===== config.mk =====
export PLATFORM = sky130hd
export DESIGN_NAME = systolic_seq
export DESIGN_NICKNAME = d
export VERILOG_FILES = /design/src/rtl/systolic_pkg.sv /design/src/rtl/systolic_opbuf.sv /design/src/rtl/systolic_seq.sv
export SDC_FILE = /design/constraint.sdc
export NUM_CORES = 1
export LEC_CHECK = 0
export ABC_AREA = 1
export CAP_MARGIN = 10
export CORE_UTILIZATION = 60
export CTS_BUF_LIST = sky130_fd_sc_hd__clkbuf_16
export CTS_CLUSTER_SIZE = 40
export DETAILED_ROUTE_END_ITERATION = 7
export GPL_TIMING_DRIVEN = 1
export PLACE_DENSITY = 0.8
export SYNTH_ARGS = -nofsm -noshare
export SYNTH_HDL_FRONTEND = slang
export SYNTH_HIERARCHICAL = 1
export SYNTH_SLANG_ARGS = --single-unit

===== constraint.sdc =====
create_clock -name clk -period 3.9 [get_ports clk]
set_input_delay 0.39 -clock clk [delete_from_list [all_inputs] [get_ports clk]]
set_output_delay 0.39 -clock clk [all_outputs]
set_load 0.02 [all_outputs]

===== src/rtl/systolic_pkg.sv =====
`default_nettype none
// ============================================================================
// Module      : systolic_pkg
// Description : Shared types and sizing helpers for the systolic sequencer.
// Revision    : 1.0 - initial release
// ============================================================================
package systolic_pkg;

    typedef enum logic [2:0] {
        IDLE  = 3'd0,
        CLEAR = 3'd1,
        FEED  = 3'd2,
        DRAIN = 3'd3,
        DONE  = 3'd4
    } state_t;

    localparam int DEF_N     = 4;
    localparam int DEF_DW    = 4;
    localparam int FEED_LEN  = 2 * DEF_N - 1;
    localparam int DRAIN_LEN = DEF_N - 1;

    function automatic int feed_len(input int n);
        return 2 * n - 1;
    endfunction

    function automatic int drain_len(input int n);
        return n - 1;
    endfunction

    function automatic int idx_w(input int n);
        return (n > 1) ? $clog2(n) : 1;
    endfunction

endpackage
`default_nettype wire


===== src/rtl/systolic_opbuf.sv =====
`default_nettype none
// ============================================================================
// Module      : systolic_opbuf
// Description : N x N operand register file with N skewed read lanes.
// Revision    : 1.0 - initial release
// ============================================================================
module systolic_opbuf
    import systolic_pkg::*;
#(
    parameter int N         = DEF_N,
    parameter int DW        = DEF_DW,
    parameter int CW        = idx_w(DEF_N),
    parameter int TW        = 4,
    parameter bit TRANSPOSE = 1'b0
) (
    input  logic            clk,
    input  logic            rst_n,
    input  logic            wr_en,
    input  logic [CW-1:0]   wr_row,
    input  logic [CW-1:0]   wr_col,
    input  logic [DW-1:0]   wr_data,
    input  logic [TW-1:0]   rd_t,
    output logic [N*DW-1:0] rd_data
);

    logic [DW-1:0] r_mem [N][N];
    logic          w_in_range;

    // Indices past N only exist when N is not a power of two; drop those writes.
    assign w_in_range = ({1'b0, wr_row} < (CW+1)'(N)) && ({1'b0, wr_col} < (CW+1)'(N));

    always_ff @(posedge clk or negedge rst_n) begin
        if (!rst_n) begin
            for (int r = 0; r < N; r++) begin
                for (int c = 0; c < N; c++) begin
                    r_mem[r][c] <= '0;
                end
            end
        end else if (wr_en && w_in_range) begin
            r_mem[wr_row][wr_col] <= wr_data;
        end
    end

    for (genvar l = 0; l < N; l++) begin : g_lane
        logic signed [TW:0] w_d;
        logic               w_hit;
        logic [CW-1:0]      w_k;

        assign w_d   = $signed({1'b0, rd_t}) - $signed((TW+1)'(l));
        assign w_hit = !w_d[TW] && (w_d[TW-1:0] < TW'(N));
        assign w_k   = w_d[CW-1:0];

        if (TRANSPOSE) begin : g_col
            assign rd_data[l*DW +: DW] = w_hit ? r_mem[w_k][l] : '0;
        end else begin : g_row
            assign rd_data[l*DW +: DW] = w_hit ? r_mem[l][w_k] : '0;
        end
    end

endmodule
`default_nettype wire


===== src/rtl/systolic_seq.sv =====
`default_nettype none
// ============================================================================
// Module      : systolic_seq
// Description : Operand store and skewed edge sequencer for an N x N
//               output-stationary systolic array.
//               Optional SYSTOLIC_ACC_EN adds start_acc (run without clear).
// Revision    : 1.0 - initial release
// ============================================================================
module systolic_seq
    import systolic_pkg::*;
#(
    parameter int N  = DEF_N,
    parameter int DW = DEF_DW,
    parameter int CW = idx_w(N)
) (
    input  logic            clk,
    input  logic            rst_n,
    input  logic            wr_en,
    input  logic            wr_sel,
    input  logic [CW-1:0]   wr_row,
    input  logic [CW-1:0]   wr_col,
    input  logic [DW-1:0]   wr_data,
    input  logic            start,
`ifdef SYSTOLIC_ACC_EN
    input  logic            start_acc,
`endif
    output logic            busy,
    output logic            done,
    output logic            arr_clr,
    output logic [N*DW-1:0] west_o,
    output logic [N*DW-1:0] north_o
);

    localparam int              c_tw         = $clog2(3 * N);
    localparam logic [c_tw-1:0] c_feed_last  = c_tw'(feed_len(N) - 1);
    localparam logic [c_tw-1:0] c_drain_last = c_tw'(drain_len(N) - 1);

    state_t          r_state;
    logic [c_tw-1:0] r_cnt;
    logic            r_busy;
    logic            r_done;
    logic            r_arr_clr;
    logic [N*DW-1:0] r_west;
    logic [N*DW-1:0] r_north;

    logic            w_start_acc;
    logic            w_we_a;
    logic            w_we_b;
    logic [N*DW-1:0] w_west;
    logic [N*DW-1:0] w_north;

`ifdef SYSTOLIC_ACC_EN
    assign w_start_acc = start_acc;
`else
    assign w_start_acc = 1'b0;
`endif

    assign w_we_a = wr_en && (r_state == IDLE) && !wr_sel;
    assign w_we_b = wr_en && (r_state == IDLE) &&  wr_sel;

    systolic_opbuf #(
        .N(N), .DW(DW), .CW(CW), .TW(c_tw), .TRANSPOSE(1'b0)
    ) u_opbuf_a (
        .clk     (clk),
        .rst_n   (rst_n),
        .wr_en   (w_we_a),
        .wr_row  (wr_row),
        .wr_col  (wr_col),
        .wr_data (wr_data),
        .rd_t    (r_cnt),
        .rd_data (w_west)
    );

    systolic_opbuf #(
        .N(N), .DW(DW), .CW(CW), .TW(c_tw), .TRANSPOSE(1'b1)
    ) u_opbuf_b (
        .clk     (clk),
        .rst_n   (rst_n),
        .wr_en   (w_we_b),
        .wr_row  (wr_row),
        .wr_col  (wr_col),
        .wr_data (wr_data),
        .rd_t    (r_cnt),
        .rd_data (w_north)
    );

    // Edge, clear and done registers trail the state by one cycle, which lines
    // the done pulse up with the final accumulate in PE(N-1,N-1).
    always_ff @(posedge clk or negedge rst_n) begin
        if (!rst_n) begin
            r_state   <= IDLE;
            r_cnt     <= '0;
            r_busy    <= 1'b0;
            r_done    <= 1'b0;
            r_arr_clr <= 1'b1;
            r_west    <= '0;
            r_north   <= '0;
        end else begin
            r_arr_clr <= (r_state == CLEAR);
            r_done    <= (r_state == DONE);
            r_west    <= (r_state == FEED) ? w_west  : '0;
            r_north   <= (r_state == FEED) ? w_north : '0;

            case (r_state)
                IDLE: begin
                    r_cnt <= '0;
                    if (start) begin
                        r_state <= CLEAR;
                        r_busy  <= 1'b1;
                    end else if (w_start_acc) begin
                        r_state <= FEED;
                        r_busy  <= 1'b1;
                    end
                end
                CLEAR: begin
                    r_state <= FEED;
                    r_cnt   <= '0;
                end
                FEED: begin
                    if (r_cnt == c_feed_last) begin
                        r_state <= DRAIN;
                        r_cnt   <= '0;
                    end else begin
                        r_cnt <= r_cnt + 1'b1;
                    end
                end
                DRAIN: begin
                    if (r_cnt == c_drain_last) begin
                        r_state <= DONE;
                        r_cnt   <= '0;
                    end else begin
                        r_cnt <= r_cnt + 1'b1;
                    end
                end
                DONE: begin
                    r_state <= IDLE;
                    r_cnt   <= '0;
                    r_busy  <= 1'b0;
                end
                default: begin
                    r_state <= IDLE;
                    r_cnt   <= '0;
                    r_busy  <= 1'b0;
                end
            endcase
        end
    end

    assign busy    = r_busy;
    assign done    = r_done;
    assign arr_clr = r_arr_clr;
    assign west_o  = r_west;
    assign north_o = r_north;

endmodule
`default_nettype wire


==> flow_summary.html, run 1 <==
<table>
<tr><th>Metric</th><th>Value</th></tr>
<tr><th colspan="2">Detailed routing</th></tr>
<tr><td>Post-DR wirelength/cell</td><td>14.2 um</td></tr>
<tr><td>Via count</td><td>6966</td></tr>
<tr><td>Met2 routed WL</td><td>8.99 mm</td></tr>
<tr><td>Antenna Violating Nets Remaining</td><td>0</td></tr>
<tr><td>DRC violations left</td><td>0</td></tr>
<tr><td>Sum of met3 wire segment lengths after detailed routing</td><td>1.24 mm</td></tr>
<tr><td>Highest Signal Layer</td><td>met4</td></tr>
<tr><td>Routed metal-1 wire length</td><td>8.28 mm</td></tr>
<tr><td>Mean number of vias per cell</td><td>5.24</td></tr>
<tr><td>Count of TritonRoute iterations in the first routing pass</td><td>5</td></tr>
<tr><td>Number of violations reported at the end of detailed-routing iteration 0</td><td>615</td></tr>
<tr><td>WL final</td><td>18.9 mm</td></tr>
<tr><th colspan="2">Run</th></tr>
<tr><td>Max-capacitance violation count</td><td>0</td></tr>
<tr><th colspan="2">Floorplan</th></tr>
<tr><td>Horizontal die dimension</td><td>120 um</td></tr>
<tr><td>Die ar.</td><td>14300 um^2</td></tr>
<tr><td>Die boundary height</td><td>120 um</td></tr>
<tr><td>Total I/O pin count</td><td>48</td></tr>
<tr><td>Row count</td><td>42</td></tr>
<tr><td>Initial standard-cell utilization of the core</td><td>62.0%</td></tr>
<tr><td>Total core area</td><td>13400 um^2</td></tr>
<tr><th colspan="2">Clock tree</th></tr>
<tr><td>Number of clock buffers inserted by TritonCTS</td><td>17</td></tr>
<tr><td>Level count of the clock H-tree</td><td>4</td></tr>
<tr><td>Clock-pin slew on the worst setup and hold paths</td><td>0.06 ns</td></tr>
<tr><td>Clock Latency Late Sink</td><td>0.44 ns</td></tr>
<tr><td>TritonCTS clock tree</td><td>done</td></tr>
<tr><td>Clock buffer depth</td><td>2</td></tr>
<tr><td>Clock tree root driver cell</td><td>clkbuf_16</td></tr>
<tr><td>Sinks on the clock net</td><td>170</td></tr>
<tr><td>Post-cts resize count</td><td>0</td></tr>
<tr><td>Post-CTS Setup Repair Bufs</td><td>0</td></tr>
<tr><td>Number of hold-repair buffers added at the cts stage</td><td>0</td></tr>
<tr><th colspan="2">Layout</th></tr>
<tr><td>Layout-stage area growth over the synthesis result</td><td>15.9%</td></tr>
<tr><td>Fraction of layout cells with a size suffix above 1</td><td>5.72%</td></tr>
<tr><td>Share of the core filled with cells in the final layout</td><td>71.9%</td></tr>
<tr><td>Diodes inserted</td><td>0</td></tr>
<tr><td>Total non-filler cell area in the finished layout</td><td>9640 um^2</td></tr>
<tr><td>Filler cells</td><td>1055</td></tr>
<tr><td>Count of non-filler cells in the finished layout</td><td>1330</td></tr>
<tr><td>Total number of nets in the final design</td><td>1167</td></tr>
<tr><th colspan="2">Place</th></tr>
<tr><td>Number of cells after detailed placement</td><td>1299</td></tr>
<tr><td>Placer's final routability congestion estimate</td><td>0.845</td></tr>
<tr><td>IO buf count</td><td>47</td></tr>
<tr><td>Cell area reported after detailed placement</td><td>8910 um^2</td></tr>
<tr><td>HPWL Detailed</td><td>12.1 mm</td></tr>
<tr><td>Place WS</td><td>1.24 ns</td></tr>
<tr><th colspan="2">Synth</th></tr>
<tr><td>Top cell type's share of synthesized area</td><td>50.9%</td></tr>
<tr><td>Number of instances in the synthesized netlist</td><td>1098</td></tr>
<tr><td>Post-synthesis average cell area</td><td>7.57 um^2</td></tr>
<tr><td>Distinct cell type count of the synthesized netlist</td><td>27</td></tr>
<tr><td>Netlist Area Pre-Place</td><td>8310 um^2</td></tr>
<tr><td>Count of state elements after synthesis</td><td>170</td></tr>
<tr><td>Area leader, netlist</td><td>dfrtp_1</td></tr>
<tr><td>Synthesized netlist net count</td><td>1123</td></tr>
<tr><td>Synth warn</td><td>6</td></tr>
<tr><td>Ranking of synthesized cells by area</td><td>dfrtp_1, nand2_1, inv_1, o21ai_0, nand3_1</td></tr>
<tr><td>Sequential cell area fraction in the yosys report</td><td>51.2%</td></tr>
<tr><th colspan="2">Worst setup path</th></tr>
<tr><td>Maximum fanout along the worst path</td><td>8</td></tr>
<tr><td>Data required time at the worst endpoint</td><td>4.18 ns</td></tr>
<tr><td>Classification of the worst setup path</td><td>reg -&gt; reg</td></tr>
<tr><td>Crit start category</td><td>flop</td></tr>
<tr><td>Worst endpoint data arrival time</td><td>2.74 ns</td></tr>
<tr><td>Nature of the critical path endpoint</td><td>flop</td></tr>
<tr><th colspan="2">Global route</th></tr>
<tr><td>Total GRT Usage</td><td>28.9%</td></tr>
<tr><td>Global-route wire length before repair</td><td>32.1 mm</td></tr>
<tr><td>Via count of the first global-routing pass</td><td>6718</td></tr>
<tr><td>Maximum number of pins on one net before global-route repair</td><td>92</td></tr>
<tr><td>Initial antenna violation count</td><td>0</td></tr>
<tr><td>Global-route congestion overflow total</td><td>0</td></tr>
<tr><th colspan="2">Pwr</th></tr>
<tr><td>Worst voltage drop across the vdd grid</td><td>0.406 mV</td></tr>
<tr><td>Pwr/cell area</td><td>707 nW/um^2</td></tr>
<tr><td>Power Total</td><td>6.81 mW</td></tr>
<tr><td>Leakage power total</td><td>4.81 nW</td></tr>
<tr><th colspan="2">Status</th></tr>
<tr><td>Violations in the final reports</td><td>negative hold slack</td></tr>
<tr><td>Status</td><td>finished, violations left</td></tr>
<tr><th colspan="2">STA</th></tr>
<tr><td>Worst setup skew after layout</td><td>0.00919 ns</td></tr>
<tr><td>Setup tns final</td><td>0 ns</td></tr>
<tr><td>Final critical-path share of the clock period</td><td>63.0%</td></tr>
<tr><td>Worst-Margin Slew</td><td>0.926 ns</td></tr>
<tr><td>RSZ-0062 raised after global routing</td><td>no</td></tr>
<tr><td>Worst hold slack across all endpoints</td><td>-0.0275 ns</td></tr>
<tr><td>Pins Over Slew Limit</td><td>0</td></tr>
<tr><td>Final setup fails</td><td>0</td></tr>
<tr><td>Final Hold Viols</td><td>13</td></tr>
<tr><td>Fmax</td><td>407 MHz</td></tr>
<tr><td>Setup slack of the critical path after layout</td><td>1.44 ns</td></tr>
<tr><td>Worst slew slack as a fraction of its limit</td><td>37.8%</td></tr>
<tr><td>Shortest period the worst path allows</td><td>2.46 ns</td></tr>
<tr><th colspan="2">Hold path</th></tr>
<tr><td>Tightest Hold Check Type</td><td>in -&gt; async</td></tr>
</table>
cell families (layout without fill, tap and decap cells):
kind of cell | count (synthesis) | after routing | share of synthesized area (%)
simple gates | 520 | 520 | 26.1
buf+inv | 250 | 306 | 11.9
flops | 170 | 170 | 51.2
compound gates | 144 | 144 | 8.80
fa+ha+maj | 12 | 12 | 1.81
xor+xnor | 2 | 2 | 0.211
Yosys cell counts, drive strengths merged:
master  count
a21boi      1
buf        16
clkbuf     12
dfrtp     169
dfstp       1
ha         12
inv       222
nand2     367
nand3      70
nand3b      1
nor2       79
nor3        2
nor3b       1
o21ai     136
o22ai       7
xnor2       1
xor2        1
final cells by class:
class	count	area [um^2]	share of cell area [%]
inverters	222	833	8.65
repair buffers	53	529	5.49
flip-flops and latches	170	4260	44.2
multi-input cells	678	3070	31.9
clock inverters	14	300	3.12
well taps	176	220	2.29
clock buffers	17	425	4.41
worst max-delay path: stages (launching register included):
cell	delay (ns)
dfrtp_1	0.47
nor2_4	0.16
nand2_1	0.15
nor3_1	0.74
nand2_2	0.20
nor2_4	0.18
nand2_1	0.18
nand2_1	0.12
o21ai_0	0.10
state kept, by name, indices dropped and copies added, names as in the netlist, 3 cells and up:
name / cells
u_opbuf_b/r_mem: 64
r_state: 3
west_o: 16
u_opbuf_a/r_mem: 64
north_o: 16
r_cnt: 4
final timing paths:
check                      slack (ns)                  end  startpoint  cells after the start
setup / recovery                 1.44  u_opbuf_a/r_mem[29]  r_state[0]                      8
hold / removal                  -0.03           west_o[13]       rst_n                      1
setup reg to reg                 1.44  u_opbuf_a/r_mem[29]  r_state[0]                      8
hold reg to reg                  0.48                 done  r_state[1]                      1
max in group asynchronous        2.99   u_opbuf_b/r_mem[5]       rst_n                      2
min in group clk                 0.48                 done  r_state[1]                      1
layer usage:
| layer | up-vias | global-route usage, % |
|---|---|---|
| met4 | 0 | 11.0 |
| met5 | - | 0 |
| li1 | 3390 | - |
| met3 | 32 | 6.04 |
| met1 | 3273 | 38.3 |
| met2 | 271 | 46.6 |
cells in the final DEF, fill, tap and decap left out, drive strengths merged:
cell type and instances:
a21boi 1, nand2 367, nor3 2, clkbuf 17
nor2 79, nor3b 1, nand3 70, xor2 1
o22ai 7, ha 12, inv 223, dfstp 1
clkinvlp 3, o21ai 136, nand3b 1, dfrtp 169
clkinv 1, xnor2 1, clkdlybuf4s50 46, bufinv 9
buf 7
report_power, final:
group | leakage, nW | switching, mW | total [mW] | internal [mW]
Clock | 0.344 | 0.684 | 2.07 | 1.39
Sequential | 2.27 | 0.260 | 2.43 | 2.17
Combinational | 2.20 | 1.54 | 2.31 | 0.776
Power figures use the tool's default switching activity.
==> run 2: changes to the inputs <==
==> constraint.sdc (replaced) <==
create_clock -name clk -period 2.4 [get_ports clk]
set_input_delay 0.24 -clock clk [delete_from_list [all_inputs] [get_ports clk]]
set_output_delay 0.24 -clock clk [all_outputs]
set_load 0.02 [all_outputs]
==> flow_summary.html, run 2 (same netlist as run 1, synthesis figures left out) <==
<table>
<tr><th>Metric</th><th>Value</th></tr>
<tr><th colspan="2">Place</th></tr>
<tr><td>HPWL Detailed</td><td>12.4 mm</td></tr>
<tr><td>IO buf count</td><td>47</td></tr>
<tr><td>Number of cells after detailed placement</td><td>1309</td></tr>
<tr><td>Cell area reported after detailed placement</td><td>8990 um^2</td></tr>
<tr><td>Placer's final routability congestion estimate</td><td>0.860</td></tr>
<tr><th colspan="2">Detailed routing</th></tr>
<tr><td>Count of TritonRoute iterations in the first routing pass</td><td>5</td></tr>
<tr><td>Post-DR wirelength/cell</td><td>14.1 um</td></tr>
<tr><td>Antenna Violating Nets Remaining</td><td>0</td></tr>
<tr><td>Via count</td><td>6950</td></tr>
<tr><td>Number of violations reported at the end of detailed-routing iteration 0</td><td>690</td></tr>
<tr><td>Mean number of vias per cell</td><td>5.18</td></tr>
<tr><td>DRC violations left</td><td>0</td></tr>
<tr><td>WL final</td><td>18.9 mm</td></tr>
<tr><th colspan="2">Global route</th></tr>
<tr><td>Total GRT Usage</td><td>28.8%</td></tr>
<tr><td>Via count of the first global-routing pass</td><td>6577</td></tr>
<tr><td>Global route hottest layer</td><td>met2</td></tr>
<tr><td>GR Util met3</td><td>4.75%</td></tr>
<tr><td>Global-route congestion overflow total</td><td>0</td></tr>
<tr><td>Maximum number of pins on one net before global-route repair</td><td>61</td></tr>
<tr><td>Initial antenna violation count</td><td>0</td></tr>
<tr><td>Global routing met2 resource utilization</td><td>45.6%</td></tr>
<tr><td>Met1 Resource Use GR</td><td>40.1%</td></tr>
<tr><td>Global-route wire length before repair</td><td>31.9 mm</td></tr>
<tr><th colspan="2">STA</th></tr>
<tr><td>Worst-Margin Slew</td><td>0.755 ns</td></tr>
<tr><td>Worst setup skew after layout</td><td>0.00575 ns</td></tr>
<tr><td>Shortest period the worst path allows</td><td>2.01 ns</td></tr>
<tr><td>Final setup fails</td><td>0</td></tr>
<tr><td>Setup tns final</td><td>0 ns</td></tr>
<tr><td>Final Hold Viols</td><td>0</td></tr>
<tr><td>Worst slew slack as a fraction of its limit</td><td>49.5%</td></tr>
<tr><td>RSZ-0062 raised after global routing</td><td>no</td></tr>
<tr><td>Final critical-path share of the clock period</td><td>83.8%</td></tr>
<tr><td>Pins Over Slew Limit</td><td>0</td></tr>
<tr><td>Fmax</td><td>498 MHz</td></tr>
<tr><th colspan="2">Worst setup path</th></tr>
<tr><td>Sequence of cells on the critical path</td><td>nor2_4 &gt; nand2_1 &gt; nor3_1 &gt; buf_4 &gt; nand2_2 &gt; nor2_4 &gt; nand2_1 &gt; nand2_1 &gt; o21ai_0</td></tr>
<tr><td>Nature of the critical path endpoint</td><td>flop</td></tr>
<tr><td>R2R Path End</td><td>u_opbuf_a/r_mem[7]</td></tr>
<tr><td>Worst Path Buf+Inv</td><td>1</td></tr>
<tr><td>Classification of the worst setup path</td><td>reg -&gt; reg</td></tr>
<tr><td>R2R depth</td><td>9</td></tr>
<tr><td>Worst endpoint data arrival time</td><td>2.27 ns</td></tr>
<tr><td>Data required time at the worst endpoint</td><td>2.66 ns</td></tr>
<tr><td>Setup slack, reg-to-reg</td><td>0.39 ns</td></tr>
<tr><td>Library cell contributing the largest single delay on the critical path</td><td>dfrtp_1</td></tr>
<tr><td>Start of the worst register-to-register path</td><td>r_state[0]</td></tr>
<tr><td>Kind of cell with the highest combined delay on the critical path</td><td>simple AND/OR/NAND/NOR gates</td></tr>
<tr><td>Crit start category</td><td>flop</td></tr>
<tr><td>Maximum fanout along the worst path</td><td>8</td></tr>
<tr><td>Biggest cell delay along the critical path</td><td>0.47 ns</td></tr>
<tr><td>Library cell appearing most often on the critical path</td><td>nand2_1</td></tr>
<tr><th colspan="2">Status</th></tr>
<tr><td>Status</td><td>completed</td></tr>
<tr><th colspan="2">Layout</th></tr>
<tr><td>Total number of nets in the final design</td><td>1178</td></tr>
<tr><td>Fraction of layout cells with a size suffix above 1</td><td>6.17%</td></tr>
<tr><td>Most common library cell in the layout ignoring fill and taps</td><td>nand2_1</td></tr>
<tr><td>Most frequent cells in the layout</td><td>nand2_1, inv_1, dfrtp_1, o21ai_0, nand3_1</td></tr>
<tr><td>Total non-filler cell area in the finished layout</td><td>9540 um^2</td></tr>
<tr><td>Top Registers</td><td>u_opbuf_a/r_mem x64, u_opbuf_b/r_mem x64</td></tr>
<tr><td>Diodes inserted</td><td>0</td></tr>
<tr><td>Filler cells</td><td>1078</td></tr>
<tr><td>Count of non-filler cells in the finished layout</td><td>1342</td></tr>
<tr><td>Layout-stage area growth over the synthesis result</td><td>14.7%</td></tr>
<tr><th colspan="2">Pwr</th></tr>
<tr><td>Worst voltage drop across the vdd grid</td><td>0.560 mV</td></tr>
<tr><td>Power Total</td><td>10.3 mW</td></tr>
<tr><td>Pwr/cell area</td><td>1080 nW/um^2</td></tr>
<tr><td>Leakage power total</td><td>4.80 nW</td></tr>
<tr><th colspan="2">Clock tree</th></tr>
<tr><td>Clock Latency Late Sink</td><td>0.42 ns</td></tr>
<tr><td>Post-CTS Setup Repair Bufs</td><td>0</td></tr>
<tr><td>Number of clock buffers inserted by TritonCTS</td><td>17</td></tr>
<tr><td>Clock tree root driver cell</td><td>clkbuf_16</td></tr>
<tr><td>Clock-pin slew on the worst setup and hold paths</td><td>0.06 ns</td></tr>
<tr><td>TritonCTS clock tree</td><td>done</td></tr>
<tr><td>Sinks on the clock net</td><td>170</td></tr>
<tr><td>Level count of the clock H-tree</td><td>4</td></tr>
<tr><td>Clock buffer depth</td><td>2</td></tr>
<tr><th colspan="2">Run</th></tr>
<tr><td>Max-capacitance violation count</td><td>0</td></tr>
<tr><th colspan="2">Floorplan</th></tr>
<tr><td>Die boundary height</td><td>120 um</td></tr>
<tr><td>Row count</td><td>42</td></tr>
<tr><td>Total core area</td><td>13400 um^2</td></tr>
<tr><td>Horizontal die dimension</td><td>120 um</td></tr>
<tr><td>Initial standard-cell utilization of the core</td><td>62.0%</td></tr>
<tr><td>Die ar.</td><td>14300 um^2</td></tr>
<tr><td>Total I/O pin count</td><td>48</td></tr>
<tr><th colspan="2">Hold path</th></tr>
<tr><td>Tightest Hold Check Type</td><td>in -&gt; async</td></tr>
</table>
[run 2: power breakdown]
part           internal [mW]  total (mW)  switching, mW  leakage [nW]
logic                   1.31        3.82           2.51          2.25
registers               3.52        3.91          0.384          2.27
clock network           1.49        2.56           1.07         0.280
total                   6.33        10.3           3.96          4.80
[run 2: final cells by class]
type / instances / area, um^2 / share of cell area (%)
multi-input combinational: 678 / 3070 / 32.2
clock buffer: 17 / 425 / 4.46
clock inverter: 15 / 116 / 1.22
inverter: 222 / 833 / 8.74
sequential: 170 / 4260 / 44.6
tap: 176 / 220 / 2.31
timing repair buffer: 64 / 614 / 6.44
[run 2: worst max path at each step]
stage	startpoint	to	slack (ns)	depth (start not counted)
6_report	r_state[0]	u_opbuf_a/r_mem[7]	0.39	9
5_1_grt	r_cnt[1]	north_o[15]	0.25	9
4_1_cts	r_state[0]	u_opbuf_a/r_mem[7]	0.39	8
3_5_place_dp	wr_en	u_opbuf_a/r_mem[5]	0.43	9
3_3_place_gp	wr_en	u_opbuf_a/r_mem[6]	0.46	9
2_1_floorplan	r_cnt[1]	west_o[15]	0.42	10
[run 2: worst register-to-register path, delay by kind of cell (launching register included)]
family                 cells  cell delay (ns)
AO/OA/AOI/OAI              1             0.12
buffers and inverters      1             0.20
flip-flops                 1             0.47
AND/OR/NAND/NOR            7             1.05
[run 2: timing repair]
action,4_1_cts,5_1_grt
hold buffers,1,0
endpoints found under the setup margin,0,0
endpoints found under the hold margin,55,0
resized for setup,0,0
[run 2: routing by layer]
| metal | wire, um | vias to the layer above |
|---|---|---|
| met5 | 0 | - |
| met3 | 1210 | 22 |
| li1 | - | 3427 |
| met2 | 9120 | 246 |
| met1 | 8290 | 3255 |
| met4 | 242 | 0 |
[run 2: metrics by stage]
step | utilization [%] | setup WS, ns | hold WS [ns]
CTS | 71.2 | 0.391 | 0.388
global route | 71.2 | 0.253 | 0.408
global placement | 67.1 | 0.462 | 0.260
detailed placement | 67.1 | 0.429 | 0.258
finish | 71.2 | 0.390 | 0.368
floorplan | - | 0.425 | -0.0556
==> run 3: changes to the inputs <==
==> constraint.sdc (replaced) <==
create_clock -name clk -period 2.1 [get_ports clk]
set_input_delay 0.21 -clock clk [delete_from_list [all_inputs] [get_ports clk]]
set_output_delay 0.21 -clock clk [all_outputs]
set_load 0.02 [all_outputs]
==> flow_summary.html, run 3 (same netlist as run 1, synthesis figures left out) <==
<table>
<tr><th>Metric</th><th>Value</th></tr>
<tr><th colspan="2">Status</th></tr>
<tr><td>Status</td><td>completed</td></tr>
<tr><th colspan="2">Floorplan</th></tr>
<tr><td>Die boundary height</td><td>120 um</td></tr>
<tr><td>Row count</td><td>42</td></tr>
<tr><td>Total I/O pin count</td><td>48</td></tr>
<tr><td>Total core area</td><td>13400 um^2</td></tr>
<tr><td>Horizontal die dimension</td><td>120 um</td></tr>
<tr><td>Die ar.</td><td>14300 um^2</td></tr>
<tr><td>Initial standard-cell utilization of the core</td><td>62.0%</td></tr>
<tr><th colspan="2">Place</th></tr>
<tr><td>HPWL Detailed</td><td>12.2 mm</td></tr>
<tr><td>Cell area reported after detailed placement</td><td>9030 um^2</td></tr>
<tr><td>IO buf count</td><td>47</td></tr>
<tr><td>Number of cells after detailed placement</td><td>1311</td></tr>
<tr><td>Placer's final routability congestion estimate</td><td>0.870</td></tr>
<tr><th colspan="2">Layout</th></tr>
<tr><td>Layout-stage area growth over the synthesis result</td><td>15.5%</td></tr>
<tr><td>Share of the core filled with cells in the final layout</td><td>71.7%</td></tr>
<tr><td>Top Registers</td><td>u_opbuf_a/r_mem x64, u_opbuf_b/r_mem x64</td></tr>
<tr><td>Most frequent cells in the layout</td><td>nand2_1, inv_1, dfrtp_1, o21ai_0, nand3_1</td></tr>
<tr><td>Fraction of layout cells with a size suffix above 1</td><td>6.34%</td></tr>
<tr><td>Total non-filler cell area in the finished layout</td><td>9600 um^2</td></tr>
<tr><td>Count of non-filler cells in the finished layout</td><td>1343</td></tr>
<tr><td>Most common library cell in the layout ignoring fill and taps</td><td>nand2_1</td></tr>
<tr><td>Total number of nets in the final design</td><td>1180</td></tr>
<tr><td>Diodes inserted</td><td>0</td></tr>
<tr><th colspan="2">Detailed routing</th></tr>
<tr><td>WL final</td><td>18.1 mm</td></tr>
<tr><td>Count of TritonRoute iterations in the first routing pass</td><td>6</td></tr>
<tr><td>Mean number of vias per cell</td><td>5.14</td></tr>
<tr><td>Via count</td><td>6901</td></tr>
<tr><td>Antenna Violating Nets Remaining</td><td>0</td></tr>
<tr><td>DRC violations left</td><td>0</td></tr>
<tr><td>Post-DR wirelength/cell</td><td>13.5 um</td></tr>
<tr><td>Number of violations reported at the end of detailed-routing iteration 0</td><td>674</td></tr>
<tr><th colspan="2">Clock tree</th></tr>
<tr><td>Level count of the clock H-tree</td><td>4</td></tr>
<tr><td>Number of clock buffers inserted by TritonCTS</td><td>17</td></tr>
<tr><td>Post-CTS Setup Repair Bufs</td><td>0</td></tr>
<tr><td>Clock Latency Late Sink</td><td>0.43 ns</td></tr>
<tr><td>Sinks on the clock net</td><td>170</td></tr>
<tr><td>TritonCTS clock tree</td><td>done</td></tr>
<tr><td>Clock-pin slew on the worst setup and hold paths</td><td>0.06 ns</td></tr>
<tr><td>Clock buffer depth</td><td>2</td></tr>
<tr><td>Clock tree root driver cell</td><td>clkbuf_16</td></tr>
<tr><th colspan="2">STA</th></tr>
<tr><td>Worst hold slack across all endpoints</td><td>0.292 ns</td></tr>
<tr><td>Pins Over Slew Limit</td><td>0</td></tr>
<tr><td>Worst-Margin Slew</td><td>0.514 ns</td></tr>
<tr><td>Final Hold Viols</td><td>0</td></tr>
<tr><td>Final critical-path share of the clock period</td><td>92.2%</td></tr>
<tr><td>Setup tns final</td><td>0 ns</td></tr>
<tr><td>Worst setup skew after layout</td><td>0.00595 ns</td></tr>
<tr><td>Final setup fails</td><td>0</td></tr>
<tr><td>Worst slew slack as a fraction of its limit</td><td>65.7%</td></tr>
<tr><td>Shortest period the worst path allows</td><td>1.94 ns</td></tr>
<tr><td>Fmax</td><td>517 MHz</td></tr>
<tr><td>RSZ-0062 raised after global routing</td><td>no</td></tr>
<tr><th colspan="2">Worst setup path</th></tr>
<tr><td>Library cell contributing the largest single delay on the critical path</td><td>dfrtp_1</td></tr>
<tr><td>Setup slack, reg-to-reg</td><td>0.16 ns</td></tr>
<tr><td>Crit start category</td><td>flop</td></tr>
<tr><td>Kind of cell with the highest combined delay on the critical path</td><td>simple AND/OR/NAND/NOR gates</td></tr>
<tr><td>Data required time at the worst endpoint</td><td>2.38 ns</td></tr>
<tr><td>Worst endpoint data arrival time</td><td>2.22 ns</td></tr>
<tr><td>Start of the worst register-to-register path</td><td>r_state[0]</td></tr>
<tr><td>Maximum fanout along the worst path</td><td>8</td></tr>
<tr><td>Cell count along the critical path</td><td>9</td></tr>
<tr><td>Worst Path Buf+Inv</td><td>1</td></tr>
<tr><td>Library cell appearing most often on the critical path</td><td>nand2_1</td></tr>
<tr><td>R2R depth</td><td>9</td></tr>
<tr><td>Sequence of cells on the critical path</td><td>nor2_4 &gt; nand2_1 &gt; nor3_1 &gt; buf_4 &gt; nand2_2 &gt; nor2_4 &gt; nand2_1 &gt; nand2_1 &gt; o21ai_0</td></tr>
<tr><td>R2R Path End</td><td>u_opbuf_a/r_mem[6]</td></tr>
<tr><td>Classification of the worst setup path</td><td>reg -&gt; reg</td></tr>
<tr><td>Biggest cell delay along the critical path</td><td>0.47 ns</td></tr>
<tr><td>Worst setup path start</td><td>r_state[0]</td></tr>
<tr><td>Nature of the critical path endpoint</td><td>flop</td></tr>
<tr><th colspan="2">Pwr</th></tr>
<tr><td>Pwr/cell area</td><td>1240 nW/um^2</td></tr>
<tr><td>Worst voltage drop across the vdd grid</td><td>0.725 mV</td></tr>
<tr><td>Leakage power total</td><td>4.83 nW</td></tr>
<tr><th colspan="2">Global route</th></tr>
<tr><td>Global-route congestion overflow total</td><td>0</td></tr>
<tr><td>Total GRT Usage</td><td>27.4%</td></tr>
<tr><td>Maximum number of pins on one net before global-route repair</td><td>81</td></tr>
<tr><td>Initial antenna violation count</td><td>0</td></tr>
<tr><td>Global-route wire length before repair</td><td>30.4 mm</td></tr>
<tr><td>Via count of the first global-routing pass</td><td>6188</td></tr>
<tr><th colspan="2">Hold path</th></tr>
<tr><td>Tightest Hold Check Type</td><td>in -&gt; async</td></tr>
<tr><th colspan="2">Run</th></tr>
<tr><td>Max-capacitance violation count</td><td>0</td></tr>
</table>
==> run 3: worst max-delay path by stage <==
stage                                      to  slack, ns
after floorplan                    west_o[15]       0.12
after global placement    u_opbuf_a/r_mem[14]       0.21
after detailed placement   u_opbuf_a/r_mem[9]       0.16
after CTS                  u_opbuf_a/r_mem[6]       0.15
after global routing       u_opbuf_a/r_mem[9]      0.003
final                      u_opbuf_a/r_mem[6]       0.16
==> run 3: per-layer routing <==
layer / GRT usage [%] / vias up / routed length, um
met5: 0 / - / 0
met4: 8.05 / 0 / 257
met3: 6.94 / 23 / 1100
met2: 42.6 / 209 / 8400
met1: 38.2 / 3246 / 8350
li1: - / 3423 / -
==> run 3: per-stage QoR <==
stage	setup slack, ns	power [mW]
final	0.164	11.9
after global routing	0.00256	12.8
after CTS	0.154	11.9
after detailed placement	0.162	8.85
after global placement	0.206	8.71
after floorplan	0.125	7.62
==> run 3: power breakdown <==
part / switching (mW) / internal [mW]
Clock: 1.18 / 1.82
Sequential: 0.454 / 4.03
Combinational: 2.86 / 1.55
Total: 4.50 / 7.40
==> run 3: what timing repair did <==
| item | CTS | global route |
|---|---|---|
| hold endpoints to repair | 49 | 0 |
| setup endpoints to repair | 0 | 1 |
| resized for setup | 0 | 1 |
| hold buffers | 1 | 0 |
==> run 3: cell type report <==
| cell class | count | area [um^2] |
|---|---|---|
| clock inverter | 14 | 140 |
| fill | 1047 | 3800 |
| sequential | 170 | 4260 |
| inverter | 222 | 833 |
| tap | 176 | 220 |
| clock buffer | 17 | 425 |
| timing repair buffer | 66 | 654 |
| multi-input combinational | 678 | 3070 |
